$ cat src/rtl/logic_clock_domain_crossing_async_write.sv
// Write-domain half of a dual-clock FIFO: gray pointer exchange, exact full via wrap bit, almost-full flag.
// Optional write_level register enabled by LOGIC_CLOCK_DOMAIN_CROSSING_ASYNC_WRITE_LEVEL_EN.
module logic_clock_domain_crossing_async_write #(
    parameter int DATA_WIDTH        = 1,
    parameter int ADDRESS_WIDTH     = 3,
    parameter int SYNC_STAGES       = 2,
    parameter int ALMOST_FULL_LEVEL = (2**ADDRESS_WIDTH) - 2
) (
    input  logic                     rx_aclk,
    input  logic                     rx_areset_n,
    input  logic                     rx_tvalid,
    input  logic [DATA_WIDTH-1:0]    rx_tdata,
    output logic                     rx_tready,
    output logic                     write_enable,
    output logic [ADDRESS_WIDTH-1:0] write_address,
    output logic [DATA_WIDTH-1:0]    write_data,
    output logic [ADDRESS_WIDTH:0]   write_pointer_gray,
    input  logic [ADDRESS_WIDTH:0]   read_pointer_gray,
    output logic                     almost_full,
    output logic [ADDRESS_WIDTH:0]   write_level
);
    localparam int PW = ADDRESS_WIDTH + 1;
    localparam int DEPTH = 2**ADDRESS_WIDTH;
    localparam logic [PW-1:0] DEPTH_P = PW'(DEPTH);
    localparam logic [PW-1:0] AF_P    = PW'(ALMOST_FULL_LEVEL);

    function automatic logic [PW-1:0] gray2bin(input logic [PW-1:0] g);
        logic [PW-1:0] b;
        b[PW-1] = g[PW-1];
        for (int i = PW - 2; i >= 0; i--) b[i] = b[i+1] ^ g[i];
        return b;
    endfunction

    logic [PW-1:0]                  wptr_q, wptr_d;
    logic [SYNC_STAGES-1:0][PW-1:0] sync_q;
    logic [PW-1:0]                  rptr_sync, used_next;
    logic                           accept;
    logic                           rx_tready_q, write_enable_q, almost_full_q;
    logic [ADDRESS_WIDTH-1:0]       write_address_q;
    logic [DATA_WIDTH-1:0]          write_data_q;
    logic [PW-1:0]                  wgray_q;

    always_comb begin
        accept    = rx_tvalid && rx_tready_q;
        wptr_d    = wptr_q + {{ADDRESS_WIDTH{1'b0}}, accept};
        rptr_sync = gray2bin(sync_q[SYNC_STAGES-1]);
        // Modular subtraction keeps occupancy correct across pointer wrap.
        used_next = wptr_d - rptr_sync;
    end

    always_ff @(posedge rx_aclk or negedge rx_areset_n) begin
        if (!rx_areset_n) begin
            sync_q          <= '0;
            wptr_q          <= '0;
            wgray_q         <= '0;
            write_enable_q  <= 1'b0;
            write_address_q <= '0;
            rx_tready_q     <= 1'b0;
            almost_full_q   <= 1'b0;
        end else begin
            sync_q         <= {sync_q[SYNC_STAGES-2:0], read_pointer_gray};
            wptr_q         <= wptr_d;
            // Gray follows wptr by one cycle so the read side never sees it ahead of the RAM write.
            wgray_q        <= wptr_q ^ (wptr_q >> 1);
            write_enable_q <= accept;
            if (accept) write_address_q <= wptr_q[ADDRESS_WIDTH-1:0];
            rx_tready_q    <= (used_next < DEPTH_P);
            almost_full_q  <= (used_next >= AF_P);
        end
    end

    always_ff @(posedge rx_aclk) begin
        if (accept) write_data_q <= rx_tdata;
    end

`ifdef LOGIC_CLOCK_DOMAIN_CROSSING_ASYNC_WRITE_LEVEL_EN
    logic [PW-1:0] write_level_q;
    always_ff @(posedge rx_aclk or negedge rx_areset_n) begin
        if (!rx_areset_n) write_level_q <= '0;
        else              write_level_q <= used_next;
    end
    assign write_level = write_level_q;
`else
    assign write_level = '0;
`endif

`ifndef SYNTHESIS
    always_ff @(posedge rx_aclk) begin
        if (rx_areset_n) assert (used_next <= DEPTH_P) else $error("occupancy exceeds depth");
    end
`endif

    assign rx_tready          = rx_tready_q;
    assign write_enable       = write_enable_q;
    assign write_address      = write_address_q;
    assign write_data         = write_data_q;
    assign write_pointer_gray = wgray_q;
    assign almost_full        = almost_full_q;
endmodule

$ cat config.mk
export PLATFORM = sky130hd
export DESIGN_NAME = logic_clock_domain_crossing_async_write
export DESIGN_NICKNAME = d
export VERILOG_FILES = /design/src/rtl/logic_clock_domain_crossing_async_write.sv
export SDC_FILE = /design/constraint.sdc
export NUM_CORES = 1
export LEC_CHECK = 0
export CORE_ASPECT_RATIO = 0.6
export CORE_MARGIN = 10
export CORE_UTILIZATION = 42
export DETAILED_ROUTE_END_ITERATION = 7
export GPL_TIMING_DRIVEN = 0
export PLACE_DENSITY = 0.82
export SLEW_MARGIN = 40
export SYNTH_ARGS = -nofsm -noshare
export SYNTH_HDL_FRONTEND = slang
export SYNTH_SLANG_ARGS = --single-unit
$ cat constraint.sdc
create_clock -name rx_aclk -period 2 [get_ports rx_aclk]
set_clock_uncertainty 0.1 [all_clocks]
set_input_delay 0.2 -clock rx_aclk [delete_from_list [all_inputs] [get_ports rx_aclk]]
set_output_delay 0.2 -clock rx_aclk [all_outputs]
set_load 0.02 [all_outputs]
Word level (Yosys, flattened, before mapping):

Index checks and enable logic that the tools add are counted.
W data, S select, Z words.

* ROM bits: 0
* RAM bits: 0
* memories kept: 0
* input bits: 8
* bits in registers: 23
* bits in latches: 0
* word-level logic and storage cells: 18

* equality and inequality tests: 0
* reductions and logical operators: 1
* bitwise operators: 4
* multiply operators: 0
* div/mod/pow operators: 0
* $add $sub $neg: 2
* muxes and demuxes: 0
* order comparisons: 2
* shift-type cells: 0

Operators with widths (number)
* $add A4 B1 Y4: 1
* $ge A4 B3 Y1 const B: 1
* $lt A4 B4 Y1 const B: 1
* $sub A4 B4 Y4: 1
* $xor A4 B3 Y4: 1
* $xor A1 B1 Y1: 3
* $logic_and A1 B1 Y1: 1

Logic depth before layout (Yosys ltp):

Gate-level depths: netlist of the first run.

* word-level depth: 5
* gate-level depth with buffers: 9

Least setup slack after synthesis of the first run:

No wires, ideal clock.

* kind: register -> register
* start: register rx_tready_q (netlist: rx_tready)
* end: register almost_full_q (netlist: almost_full)
* buffers on the path: 0
* data arrival time: 2076 ps
* stages on the path, launching flop included: 10
* path slack: -256 ps
* data required time: 1821 ps
* cell sequence: dfrtp_1 -> nand2_1 -> inv_1 -> ha_1 -> ha_1 -> inv_1 -> fa_1 -> xor2_1 -> o211a_1 -> mux2i_1

* longest elaborated chain between the ends: 4

Ends and longest elaborated chain
* start, declared: RTL line 38 `logic rx_tready_q, write_enable_q, almost_full_q;`
* start signal, assigned: RTL line 67 `rx_tready_q <= (used_next < DEPTH_P);`
* $logic_and A1 B1 Y1: RTL line 44 `accept = rx_tvalid && rx_tready_q;`
* net accept: RTL line 37 `logic accept;`
* $add A4 B1 Y4: RTL line 45 `wptr_d = wptr_q + {{ADDRESS_WIDTH{1'b0}}, accept};`
* net wptr_d[1]: RTL line 34 `logic [PW-1:0] wptr_q, wptr_d;`
* $sub A4 B4 Y4: RTL line 48 `used_next = wptr_d - rptr_sync;`
* $ge A4 B3 Y1: RTL line 68 `almost_full_q <= (used_next >= AF_P);`
* end signal, assigned: RTL line 68
* end, declared: RTL line 38

The timed path passes the listed nets, and every way through them passes these cells.
A chain may end at the register's enable or synchronous reset.

Worst setup path in the final report of the first run:

* start: register sync_q[6] (netlist bit)
* end: register almost_full_q (netlist: almost_full)

* longest elaborated chain between the ends: 5

Ends and longest elaborated chain
* start, declared: RTL line 35 `logic [SYNC_STAGES-1:0][PW-1:0] sync_q;`
* start signal, assigned: RTL line 61 `sync_q <= {sync_q[SYNC_STAGES-2:0], read_pointer_gray};`
* $xor A1 B1 Y1 *: RTL line 30 `for (int i = PW - 2; i >= 0; i--) b[i] = b[i+1] ^ g[i];`
* $xor A1 B1 Y1 (2 in series): RTL line 30
* $sub A4 B4 Y4 *: RTL line 48
* $ge A4 B3 Y1 *: RTL line 68

Every way passes the cells marked *; elsewhere a longest branch is shown, timed or not.

==> results of run 1 <==
per-stage QoR:
step,area [um2],instances
5_1_grt,1310,121
3_5_place_dp,1200,111
3_3_place_gp,1210,111
4_1_cts,1300,120
6_report,1310,121
2_1_floorplan,990,63
repair_timing:
| item | CTS | global route |
|---|---|---|
| setup endpoints to repair | 2 | 2 |
| hold buffers | 1 | 0 |
| endpoints found under the hold margin | 22 | 0 |
| pin swaps | 8 | 3 |
| setup buffers | 5 | 1 |
| gates resized for setup | 3 | 0 |
worst max-delay path, delay by kind of cell, from the launching register on:
kind	cells	cell delay, ps
flops	1	400
xor+xnor	4	720
fa+ha+maj	2	510
compound gates	1	220
mux	1	120
state kept, by name, summed over array words and instances, names as in the netlist:
| register | cells |
|---|---|
| rx_tready | 1 |
| almost_full | 1 |
| write_address | 3 |
| write_data | 1 |
| wptr_q | 4 |
| write_enable | 1 |
| sync_q | 7 |
| write_pointer_gray | 4 |
| rptr_sync | 1 |
cells by family after synthesis:
group | synth area share [%]
xor+xnor | 12.6
flops | 62.4
simple gates | 2.29
fa+ha+maj | 10.2
other cells | 0.403
buf+inv | 4.84
compound gates | 2.55
mux | 4.70
path summary, 6_finish.rpt:
path	from	endpoint	slack [ps]	depth (start not counted)
max	sync_q[6]$_DFF_PN0_	almost_full$_DFF_PN0_	-150	8
min	sync_q[3]$_DFF_PN0_	rptr_sync[3]$_DFF_PN0_	250	0
max reg2reg	sync_q[6]$_DFF_PN0_	almost_full$_DFF_PN0_	-150	8
min reg2reg	sync_q[3]$_DFF_PN0_	rptr_sync[3]$_DFF_PN0_	250	0
max in group asynchronous	rx_areset_n	rx_tready$_DFF_PN0_	1140	2
min in group asynchronous	rx_areset_n	write_pointer_gray[0]$_DFF_PN0_	320	2
power by group:
part           internal (uW)  switching (uW)  total (uW)
registers                632            99.7         732
logic                    556             474        1030
clock network            139             137         276
cells in the final DEF, fill, tap and decap left out, types with 2 or more instances in the layout:
cell type	n
dfrtp_1	21
clkdlybuf4s50_1	17
buf_4	9
xor2_1	5
inv_2	4
conb_1	4
mux2_2	3
ha_4	3
ha_1	3
clkbuf_8	3
xnor2_2	2
metal layers:
metal	GRT usage [%]	vias to the layer above
li1	-	248
met1	7.14	236
met2	12.3	19
met3	3.97	0
met4	0.737	0
met5	0	-
cell type report:
cell class              instances  area [um2]  share of cell area (%)
flip-flops and latches         23         582                    44.5
multi-input cells              32         375                    28.7
repair buffers                 24         223                    17.0
clock buffers                   3        41.3                    3.15
well taps                      30        37.5                    2.87
plain buffers                   4        30.0                    2.29
inverters                       4        15.0                    1.15
clock inverters                 1        5.00                   0.382
==> run_results.csv, run 1 <==
group,metric,value,unit
logic_synthesis,yosysTopAreaCellShare,59.1,%
logic_synthesis,ffs_w_async_s_r_synth,95.7,%
placed_design,detailed_place_hpwl,1.12,mm
placed_design,buffers_on_ports,18,
logic_synthesis,yosys-top-cells-count,"dfrtp_1 (22), ha_1 (6), xor2_1 (5)",
clock_network,cts.root.buffer_cell,"clkbuf_8",
sta,rsz0062_at_grt,"true",
route,drt_pass1_iterations,2,
global_route,antenna_found_initial,0,
clock_network,cts_htree_levels,1,
hold_path,worstHoldPathType,"flop to flop",
run,drv_cap,0,
route,drc,0,
sta,final.period_utilization,107,%
sta,setup_total_negative_slack,-159,ps
run_status,violations,"negative setup slack",
clock_network,clkTransAtPathRegs,80,ps
sta,max_slew_violation_count,0,
power_and_ir_drop,static-leakage-power,0.000611,uW
power_and_ir_drop,vdd_drop_max,566,uV
run_status,outcome,"finished with violations",
logic_synthesis,synth.lib_cells_used.distinct,20,
worst_setup_path,crit_chain,"xnor2_2 -> xor2_2 -> xnor2_2 -> ha_4 -> fa_2 -> xor2_1 -> o211a_1 -> mux2i_1",
logic_synthesis,synth_enable_flop_cells,1,
layout,n_antenna_cell,0,
floorplan,die_w,80.8,um
floorplan,fp.dieArea,0.00456,mm2
power_and_ir_drop,total_power,2040,uW
route,topRoutingLayerUsed,"met3",
global_route,grt_max_degree,23,
layout,post-route-util,61.4,%
clock_network,worst_skew_late_latency,260,ps
route,met2WireLength,721,um
logic_synthesis,netlist_area,931,um2
sta,clock.fmax,466,MHz
layout,finalNetCount,107,
worst_setup_path,criticalPathCategory,"flop to flop",
sta,period_minus_slack,2150,ps
layout,synthToLayoutAreaGrowth,40.6,%
logic_synthesis,number_of_warnings_issued_by_yosys,0,
global_route,grt_overflow,0,
clock_network,clock_sinks,23,
route,met3_length,171,um
route,wirelength,1.51,mm
sta,hold_ws,253,ps
logic_synthesis,mapped_cells,60,
sta,finalWorstSetupSlack,-147,ps
route,routedLengthMet1,617,um
layout,nFillCells,163,
worst_setup_path,arrival_time_of_the_worst_setup_path,2230,ps
logic_synthesis,synth_area_per_cell,15.5,um2
clock_network,cts.path.max_buffers,2,
global_route,grt_first_pass_wirelength,2.50,mm
route,detailedRoute.firstIterationViolations,23,
floorplan,core-area,0.00213,mm2
worst_setup_path,library_cell_contributing_the_largest_single_delay_on_the_critical_path,"dfrtp_1",
logic_synthesis,synth_most_common_cell,"dfrtp_1",
logic_synthesis,synth_top_area_cell,"dfrtp_1",
placed_design,finalWeightedCongestion,0.704,
route,detailroute.via_count,503,
route,detail_routed_via_count_per_cell,4.16,
logic_synthesis,yosys_register_bits,23,
worst_setup_path,endpoint_kind,"flop",
global_route,first_global_vias,594,
sta,setup-violations-final,2,
worst_setup_path,timing.critical_path.from_type,"flop",
worst_setup_path,critical_path.max_fanout,2,
layout,ratio_of_cells_with_drive_above_1_in_the_final_layout,35.2,%
sta,count_of_endpoints_failing_hold_in_the_final_timing_report,0,
floorplan,die_h,56.5,um
worst_setup_path,top_cell_by_count_worst_path,"xnor2_2",
logic_synthesis,dominantRegCellSynth,"dfrtp_1",
logic_synthesis,yosys-top-cells-area,"dfrtp_1 (59%), ha_1 (8.1%), xor2_1 (4.7%)",
floorplan,design.portCount,23,
worst_setup_path,required,2080,ps
power_and_ir_drop,power.density,1560,mW/mm2
floorplan,row_count,13,
worst_setup_path,cpPeakStageDelay,400,ps
global_route,globalRouteTotalUtil,6.95,%
clock_network,cts-buffers-inserted,3,
route,antenna_left,0,
route,post_drt_wl_per_cell,12.5,um
clock_network,clock_tree_from_tritoncts,"done",
logic_synthesis,fraction_of_the_yosys_area_taken_by_sequential_cells,62.4,%
floorplan,start_util,43.7,%
placed_design,placement.setup.worst_slack,-384,ps
Note: power is estimated with default switching activity, not from simulation.
==> run 2, diff against run 1 <==
- CAP_MARGIN: default -> 20
- CORE_UTILIZATION: 42 -> 30
- PLACE_DENSITY: 0.82 -> 0.65
==> run 2 against run 1 <==
  * The flow still finishes with violations (negative setup slack)
  * Sequential share of layout area fell by 2.1 points
  * Critical endpoint unchanged
  * Clock power rose by 2%
  * Largest power group unchanged
  * Register-to-register slack is essentially flat
==> run_results.csv, run 2 (synthesis gave the netlist of run 1 again) <==
group,metric,value,unit
worst_setup_path,crit_cells,8,
clock_network,cts_htree_levels,1,
worst_setup_path,worst_path_dominant_cell_family,"XOR/XNOR gates",
global_route,grt_overflow,0,
layout,finalNetCount,107,
power_and_ir_drop,total_power,2150,uW
floorplan,row_count,15,
sta,setup-violations-final,1,
layout,synthToLayoutAreaGrowth,47.4,%
clock_network,clock_tree_from_tritoncts,"done",
power_and_ir_drop,vdd_drop_max,520,uV
power_and_ir_drop,seq_power_share,34.8,%
layout,n_antenna_cell,0,
route,drt_pass1_iterations,2,
worst_setup_path,criticalPathCategory,"flop to flop",
sta,max_slew_violation_count,0,
hold_path,min_delay_path_depth,0,
worst_setup_path,endpoint_kind,"flop",
sta,period_minus_slack,2140,ps
route,antenna_left,0,
worst_setup_path,library_cell_contributing_the_largest_single_delay_on_the_critical_path,"dfrtp_1",
route,detail_routed_via_count_per_cell,3.83,
global_route,first_global_vias,566,
layout,registers.top_by_ff_count,"sync_q",
global_route,global_route_met2_usage,9.12,%
route,wirelength,1.57,mm
global_route,top_usage_layer,"met2",
route,detailedRoute.firstIterationViolations,10,
power_and_ir_drop,p_int,1390,uW
worst_setup_path,r2r.worst_path.cells,8,
run,drv_cap,0,
sta,final.period_utilization,107,%
clock_network,cts.root.buffer_cell,"clkbuf_8",
sta,count_of_endpoints_failing_hold_in_the_final_timing_report,0,
power_and_ir_drop,power.density,1570,mW/mm2
worst_setup_path,crit_chain,"xnor2_2 -> xor2_2 -> xnor2_2 -> ha_4 -> fa_2 -> xor2_2 -> o211a_1 -> mux2i_1",
run_status,violations,"negative setup slack",
worst_setup_path,critical_path.max_fanout,2,
route,post_drt_wl_per_cell,11.8,um
floorplan,die_h,63.2,um
route,drc,0,
sta,rsz0062_at_grt,"true",
power_and_ir_drop,power_frac_clock,13.1,%
clock_network,worst_skew_late_latency,260,ps
floorplan,start_util,31.8,%
floorplan,die_w,91.9,um
layout,nFillCells,277,
global_route,grt_util_met1,6.91,%
placed_design,placed_cells,123,
placed_design,detailed_place_hpwl,1.25,mm
power_and_ir_drop,power_switching,766,uW
placed_design,finalWeightedCongestion,0.646,
clock_network,cts.path.max_buffers,2,
clock_network,clkTransAtPathRegs,80,ps
run_status,outcome,"finished with violations",
layout,mostFrequentLayoutCell,"dfrtp_1",
worst_setup_path,arrival_time_of_the_worst_setup_path,2230,ps
power_and_ir_drop,power_switching_share,35.6,%
clock_network,cts-buffers-inserted,3,
layout,post-route-util,46.9,%
worst_setup_path,timing.critical_path.buf_inv,0,
layout,largest_register_ffs,7,
sta,clock.fmax,467,MHz
clock_network,clock_sinks,23,
hold_path,worstHoldPathType,"flop to flop",
floorplan,design.portCount,23,
sta,finalWorstSetupSlack,-142,ps
floorplan,core-area,0.00293,mm2
worst_setup_path,required,2090,ps
layout,layout.cells.most_common_list,"dfrtp_1 (21), clkdlybuf4s50_1 (17), buf_4 (9)",
floorplan,fp.dieArea,0.00580,mm2
worst_setup_path,cpPeakStageDelay,400,ps
global_route,antenna_found_initial,0,
global_route,globalRouteTotalUtil,6.08,%
layout,ratio_of_cells_with_drive_above_1_in_the_final_layout,37.4,%
global_route,grt_max_degree,23,
worst_setup_path,internal_reg_to_reg_setup_slack,-140,ps
global_route,grtUsageMet3,4.02,%
layout,layout.cells.non_filler,133,
global_route,grt_first_pass_wirelength,2.84,mm
worst_setup_path,timing.critical_path.from_type,"flop",
route,detailroute.via_count,510,
placed_design,buffers_on_ports,18,
power_and_ir_drop,comb_power_share,52.2,%
power_and_ir_drop,static-leakage-power,0.000617,uW
-- run 2: cell counts in the layout (fill, tap and decap cells not counted) --
No cell type changed its count.
-- run 2: final cells by class --
class / instances / area [um2] / share of cell area (%)
buffer: 4 / 30.0 / 2.19
clock buffer: 3 / 41.3 / 3.01
clock inverter: 1 / 5.00 / 0.365
inverter: 4 / 17.5 / 1.28
multi-input combinational: 32 / 422 / 30.7
sequential: 23 / 582 / 42.4
tap: 42 / 52.6 / 3.83
timing repair buffer: 24 / 223 / 16.2
-- run 2: worst reg2reg max path, delay by kind of cell (launching register included) --
family | cells | cell delay (ps)
adders and majority gates | 2 | 540
muxes | 1 | 120
DFF | 1 | 400
AOI/OAI and AO/OA | 1 | 200
xor gates and xnor gates | 4 | 700
-- run 2: stage by stage --
step / hold slack (ps) / setup WS, ps / TNS [ps] / cell area (um2)
2_1_floorplan: -196 / -84.2 / -96.3 / 990
3_3_place_gp: 231 / -371 / -656 / 1220
3_5_place_dp: 87.1 / -409 / -746 / 1220
4_1_cts: 253 / -178 / -178 / 1350
5_1_grt: 257 / -301 / -301 / 1370
6_report: 252 / -142 / -142 / 1370
-- run 2: what timing repair did --
| action | 4_1_cts | 5_1_grt |
|---|---|---|
| pin swaps | 10 | 8 |
| setup buffers | 5 | 0 |
| endpoints found under the hold margin | 22 | 0 |
| endpoints found under the setup margin | 2 | 2 |
| hold buffers | 1 | 0 |
| resized for setup | 5 | 3 |
| gates cloned | 0 | 0 |
-- run 2: worst paths after layout --
path	end	start
min	sync_q[6]$_DFF_PN0_	sync_q[2]$_DFF_PN0_
max reg2reg	almost_full$_DFF_PN0_	sync_q[6]$_DFF_PN0_
min in group asynchronous	write_address[2]$_DFFE_PN0N_	rx_areset_n
max in group asynchronous	rx_tready$_DFF_PN0_	rx_areset_n
min reg2reg	sync_q[6]$_DFF_PN0_	sync_q[2]$_DFF_PN0_
max	almost_full$_DFF_PN0_	sync_q[6]$_DFF_PN0_
-- run 2: power groups by stage --
stage | registers (uW) | clock network (uW) | logic [uW]
finish | 749 | 282 | 1120
global route | 774 | 312 | 1250
CTS | 750 | 295 | 1080
detailed placement | 754 | 0 | 1010
global placement | 741 | 0 | 980
floorplan | 862 | 0 | 552
-- run 2: metal layers --
layer	routed length (um)	part of all wire [%]
met5	0	0
met4	22	1.4
met3	157	10
met2	709	45
met1	680	43
